File: src/rtl/mem_arb_pkg.sv
// Shared types and constants for the three-way memory arbiter.
package mem_arb_pkg;

    typedef logic [1:0] owner_t;
    localparam owner_t OWN_DBG = 2'd0;
    localparam owner_t OWN_DAT = 2'd1;
    localparam owner_t OWN_INS = 2'd2;

    typedef logic arb_state_t;
    localparam arb_state_t ARB    = 1'b0;
    localparam arb_state_t LOCKED = 1'b1;

    localparam logic [3:0] BE_FULL = 4'hF;

endpackage

File: src/rtl/mem_arb_resp_pipe.sv
// Tracks the owner of every read in flight and raises the matching rvalid
// when its data comes back from memory.
module mem_arb_resp_pipe
    import mem_arb_pkg::*;
#(
    parameter int MEM_LATENCY = 1
) (
    input  logic       i_clk,
    input  logic       i_rst,
    input  logic       i_push,
    input  logic [1:0] i_owner,
    output logic       o_dbg_rvalid,
    output logic       o_dat_rvalid,
    output logic       o_ins_rvalid
);

    logic [MEM_LATENCY-1:0] vld_q;
    owner_t                 own_q [MEM_LATENCY];
    logic                   tail_vld;
    owner_t                 tail_own;

    always_ff @(posedge i_clk) begin
        if (i_rst) begin
            vld_q <= '0;
            for (int i = 0; i < MEM_LATENCY; i++) begin
                own_q[i] <= OWN_DBG;
            end
        end else begin
            vld_q[0] <= i_push;
            own_q[0] <= i_owner;
            for (int i = 1; i < MEM_LATENCY; i++) begin
                vld_q[i] <= vld_q[i-1];
                own_q[i] <= own_q[i-1];
            end
        end
    end

    // The reset gate keeps a read issued just before reset from leaking out.
    assign tail_vld = vld_q[MEM_LATENCY-1] && !i_rst;
    assign tail_own = own_q[MEM_LATENCY-1];

    assign o_dbg_rvalid = tail_vld && (tail_own == OWN_DBG);
    assign o_dat_rvalid = tail_vld && (tail_own == OWN_DAT);
    assign o_ins_rvalid = tail_vld && (tail_own == OWN_INS);

endmodule

File: src/rtl/mem_arbiter.sv
// Shares the single-port word memory between debug, core data and fetch.
// state  | meaning
// ARB    | debug has priority, data/fetch round-robin
// LOCKED | debug holds the bus; only debug may be granted while lock stays high
module mem_arbiter
    import mem_arb_pkg::*;
#(
    parameter int AW          = 10,
    parameter int DW          = 32,
    parameter int MEM_LATENCY = 1
) (
    input  logic          i_clk,
    input  logic          i_rst,
    input  logic          i_dbg_req,
    input  logic          i_dbg_we,
    input  logic          i_dbg_lock,
    input  logic [AW-1:0] i_dbg_addr,
    input  logic [DW-1:0] i_dbg_wdata,
    output logic          o_dbg_gnt,
    output logic          o_dbg_rvalid,
    output logic [DW-1:0] o_dbg_rdata,
    input  logic          i_dat_req,
    input  logic          i_dat_we,
    input  logic [AW-1:0] i_dat_addr,
    input  logic [DW-1:0] i_dat_wdata,
    input  logic [3:0]    i_dat_be,
    output logic          o_dat_gnt,
    output logic          o_dat_rvalid,
    output logic [DW-1:0] o_dat_rdata,
    input  logic          i_ins_req,
    input  logic [AW-1:0] i_ins_addr,
    output logic          o_ins_gnt,
    output logic          o_ins_rvalid,
    output logic [DW-1:0] o_ins_rdata,
    output logic          o_mem_en,
    output logic          o_mem_we,
    output logic [AW-1:0] o_mem_addr,
    output logic [DW-1:0] o_mem_wdata,
    output logic [3:0]    o_mem_be,
    input  logic [DW-1:0] i_mem_rdata
);

    arb_state_t state_q;
    arb_state_t state_d;
    logic       last_srv_q;
    logic       locked;
    logic       gnt_dbg;
    logic       gnt_dat;
    logic       gnt_ins;
    owner_t     push_own;

    // Lock release is seen combinationally so arbitration resumes that cycle.
    assign locked = (state_q == LOCKED) && i_dbg_lock;

    always_comb begin
        gnt_dbg = 1'b0;
        gnt_dat = 1'b0;
        gnt_ins = 1'b0;
        if (!i_rst) begin
            if (i_dbg_req) begin
                gnt_dbg = 1'b1;
            end else if (!locked) begin
                if (i_dat_req && (!i_ins_req || last_srv_q)) begin
                    gnt_dat = 1'b1;
                end else if (i_ins_req) begin
                    gnt_ins = 1'b1;
                end
            end
        end
    end

    assign state_d = (locked || (gnt_dbg && i_dbg_lock)) ? LOCKED : ARB;

    always_ff @(posedge i_clk) begin
        if (i_rst) begin
            state_q    <= ARB;
            last_srv_q <= 1'b1;
        end else begin
            state_q <= state_d;
            if (gnt_dat) begin
                last_srv_q <= 1'b0;
            end else if (gnt_ins) begin
                last_srv_q <= 1'b1;
            end
        end
    end

    always_comb begin
        o_mem_we    = 1'b0;
        o_mem_addr  = i_ins_addr;
        o_mem_wdata = i_dat_wdata;
        o_mem_be    = BE_FULL;
        push_own    = OWN_INS;
        if (gnt_dbg) begin
            o_mem_we    = i_dbg_we;
            o_mem_addr  = i_dbg_addr;
            o_mem_wdata = i_dbg_wdata;
            push_own    = OWN_DBG;
        end else if (gnt_dat) begin
            o_mem_we    = i_dat_we;
            o_mem_addr  = i_dat_addr;
            o_mem_be    = i_dat_be;
            push_own    = OWN_DAT;
        end
    end

    assign o_mem_en  = gnt_dbg || gnt_dat || gnt_ins;
    assign o_dbg_gnt = gnt_dbg;
    assign o_dat_gnt = gnt_dat;
    assign o_ins_gnt = gnt_ins;

    mem_arb_resp_pipe #(
        .MEM_LATENCY (MEM_LATENCY)
    ) u_resp_pipe (
        .i_clk        (i_clk),
        .i_rst        (i_rst),
        .i_push       (o_mem_en && !o_mem_we),
        .i_owner      (push_own),
        .o_dbg_rvalid (o_dbg_rvalid),
        .o_dat_rvalid (o_dat_rvalid),
        .o_ins_rvalid (o_ins_rvalid)
    );

    assign o_dbg_rdata = i_mem_rdata;
    assign o_dat_rdata = i_mem_rdata;
    assign o_ins_rdata = i_mem_rdata;

endmodule

File: config.mk
export PLATFORM = sky130hd
export DESIGN_NAME = mem_arbiter
export DESIGN_NICKNAME = d
export VERILOG_FILES = /design/src/rtl/mem_arb_pkg.sv /design/src/rtl/mem_arb_resp_pipe.sv /design/src/rtl/mem_arbiter.sv
export SDC_FILE = /design/constraint.sdc
export NUM_CORES = 1
export LEC_CHECK = 0
export CAP_MARGIN = 20
export CELL_PAD_IN_SITES_DETAIL_PLACEMENT = 0
export CELL_PAD_IN_SITES_GLOBAL_PLACEMENT = 1
export CORE_MARGIN = 2
export CORE_UTILIZATION = 12
export CTS_BUF_LIST = sky130_fd_sc_hd__clkbuf_8 sky130_fd_sc_hd__clkbuf_16
export CTS_CLUSTER_SIZE = 20
export DETAILED_ROUTE_END_ITERATION = 12
export GPL_TIMING_DRIVEN = 0
export PLACE_DENSITY_LB_ADDON = 0.08
export SLEW_MARGIN = 0
export SYNTH_ARGS = -nofsm -noshare
export SYNTH_HDL_FRONTEND = slang
export SYNTH_HIERARCHICAL = 1
export SYNTH_SLANG_ARGS = --single-unit
File: constraint.sdc
create_clock -name i_clk -period 1.73 [get_ports i_clk]
set_input_delay 0.173 -clock i_clk [delete_from_list [all_inputs] [get_ports i_clk]]
set_output_delay 0.173 -clock i_clk [all_outputs]
set_load 0.02 [all_outputs]
==> run_results.csv <==
group,metric,value,unit
status,status,"finished, violations left",
status,violations,"setup timing",
sta,rsz0062_at_grt,"yes",
cts,worstSkewPairLatency,0.23,ns
critical_path,setup.worst_path.class,"register to output port",
detailed_routing,drt_pass1_iterations,4,
cts,numCtsBuffers,3,
finish,antennaDiodeCount,0,
sta,setup_viol,9,
logic_synthesis,synthSimpleGateAreaFrac,35.09,%
sta,fmax,518.6,MHz
logic_synthesis,ys_top_cells_by_area,"buf_4 (44%), nand2_1 (22%), dfxtp_1 (6.0%)",
finish,drive_above_1_share,34.46,%
cts,clkTransAtPathRegs,0.03,ns
cts,clock_sinks,5,
die,die_h,121.5,um
logic_synthesis,synth-xor-area-share,0,%
place,portBuffers,255,
detailed_routing,route.detailed.drc,0,
critical_path,crit_arrival,1.76,ns
detailed_routing,detail-route-antenna-nets,0,
sta,setup_ws,-0.1983,ns
place,dpl-instance-area,4431,um^2
finish,nets,673,
global_routing,grt_pass1_wl,12350,um
global_routing,track_usage,10.54,%
sta,fin_crit,1.928,ns
global_routing,antenna_found_initial,0,
logic_synthesis,synth.area.mux_share,0,%
cts,clk_path_buf_depth,2,
finish,final_common_cell,"clkdlybuf4s50_1",
logic_synthesis,syn_area,1658,um^2
logic_synthesis,yosysTopAreaCellShare,43.92,%
pwr,p_per_area,388.3,nW/um^2
logic_synthesis,yosys_register_bits,5,
critical_path,worstSetupEndpointType,"output port",
sta,slew_headroom,71.66,%
critical_path,cp_slowest_stage_delay,0.34,ns
pwr,p_leak,2.182,nW
job,max_cap_viol_count,0,
sta,hold_violations,0,
logic_synthesis,syn_inst,260,
global_routing,first_global_vias,2508,
logic_synthesis,synth_top_family_by_area,"buffers and inverters",
cts,cts_tree,"built",
die,core_area,13350,um^2
finish,final_area,4646,um^2
logic_synthesis,synth_area_leader_cell,"buf_4",
die,ios,288,
place,place_hpwl,7579,um
detailed_routing,wirelength,9045,um
critical_path,crit_chain,"a211oi_4 > buf_6 > a31oi_4 > buf_6 > a221o_1 > buf_6",
sta,worst_clock_skew,0.001981,ns
detailed_routing,via_count,2504,
logic_synthesis,ys_warn_count,6,
critical_path,cpLargestDelayFamily,"compound AO/OA/AOI/OAI gates",
finish,final_cell_mix,"clkdlybuf4s50_1 (199), buf_4 (107), nand2_1 (99), buf_2 (24), buf_6 (15)",
global_routing,grt_max_degree,13,
logic_synthesis,async_reset_ff_share,0,%
die,num_rows,42,
finish,fin_util,34.81,%
logic_synthesis,synth_adder_area_share,0,%
detailed_routing,avgViaCountPerCell,3.527,
die,start_util,12.42,%
min_path,hp-class,"primary input to register",
cts,cts-root-buf,"clkbuf_16",
sta,tightest_slew,0.4250,ns
sta,report.final.slew_viol_count,0,
detailed_routing,drt_iter0_markers,38,
logic_synthesis,synthFlopType,"dfxtp_1",
place,globalplace.congestion,0.7098,
pwr,power,1.804,mW
cts,cts-htree-levels,1,
die,dieArea,14770,um^2
critical_path,slowest_stage,"dfxtp_4",
sta,finalCritPeriodShare,111.5,%
logic_synthesis,postSynthAreaPerCell,6.376,um^2
logic_synthesis,synthDistinctLibCells,27,
critical_path,crit_path_max_fanout,5,
detailed_routing,avgRoutedWirePerCell,12.74,um
critical_path,worstPathRequired,1.56,ns
logic_synthesis,synth_edf_count,0,
pwr,ir_worst_vdd,0.2273,mV
logic_synthesis,syn_nets,398,
global_routing,grt_overflow_total,0,
die,die_x,121.5,um
finish,area_growth,180.2,%
critical_path,crit_path_frequent_cell,"buf_6",
logic_synthesis,ys_seq_area_share,6.038,%
critical_path,worst-path-buf-inv,3,
logic_synthesis,synth-compound-area-share,11.02,%
critical_path,critPathLaunchType,"register",
## cells in the mapped netlist, types with 2 or more instances
library cell	number
dfxtp_1	5
and3_1	3
and2b_2	3
buf_4	97
nand2b_1	6
and4bb_2	2
buf_2	4
nand2_1	99
a221o_1	9
and2_1	10
clkbuf_1	3
a21oi_1	2
nor2_1	3
## final cells by class
type                    instances  area, um^2
well taps                     176       220.2
multi-input cells             148       805.8
clock buffers                   3       75.07
plain buffers                 105       812.0
fillers                      1441        8702
clock inverters                 1       3.754
inverters                       2       15.01
flip-flops and latches          5       103.9
repair buffers                270        2610
## state kept, by name, summed over array words and instances, names as in the netlist
name and count:
u_resp_pipe/own_q 2, u_resp_pipe/vld_q 1, last_srv_q 1, state_q 1
## metrics by stage
step	hold slack (ns)	TNS (ns)	cells	setup WS, ns
final	0.2558	-1.251	710	-0.1983
after global placement	0.5077	-56.46	691	-1.204
after detailed placement	0.5167	-56.62	691	-1.222
after global routing	0.2819	-1.828	710	-0.2548
after CTS	0.3123	-1.096	707	-0.2048
after floorplan	0.2491	0	260	0.1682
## power breakdown
group	internal [mW]	switching (mW)	leakage, nW
clock network	0.299	0.0727	0.0423
registers	0.122	0.00504	0.0420
logic	0.760	0.545	2.10
total	1.18	0.623	2.18
## layer usage
metal | part of all wire [%] | wire length, um | GRT usage [%] | vias to the layer above
met4 | 1.2 | 111 | 2.299 | 0
li1 | - | - | - | 1280
met2 | 52 | 4739 | 21.14 | 173
met5 | 0 | 0 | 0 | -
met3 | 14 | 1290 | 4.401 | 6
met1 | 32 | 2903 | 9.802 | 1045
## timing repair
item                       CTS  global route
buffers inserted            12             3
gates resized for setup    192            40
cloned                       1             1
setup endpoints to repair   56            47
pin swaps                    5             8
hold buffers                 0             0
## logic make-up (layout without fill, tap and decap cells)
group | Yosys count | after routing
AND/OR/NAND/NOR | 129 | 129
flip-flops | 5 | 5
buffers and inverters | 108 | 381
AO/OA/AOI/OAI | 18 | 19
## final timing paths
check,start,to,slack (ns),cells after the start
setup / recovery,state_q,o_mem_addr[4],-0.20,6
hold / removal,i_rst,state_q,0.26,2
setup reg to reg,state_q,u_resp_pipe/own_q[0][1],0.19,7
hold reg to reg,last_srv_q,last_srv_q,0.54,2
Power figures use the tool's default switching activity.
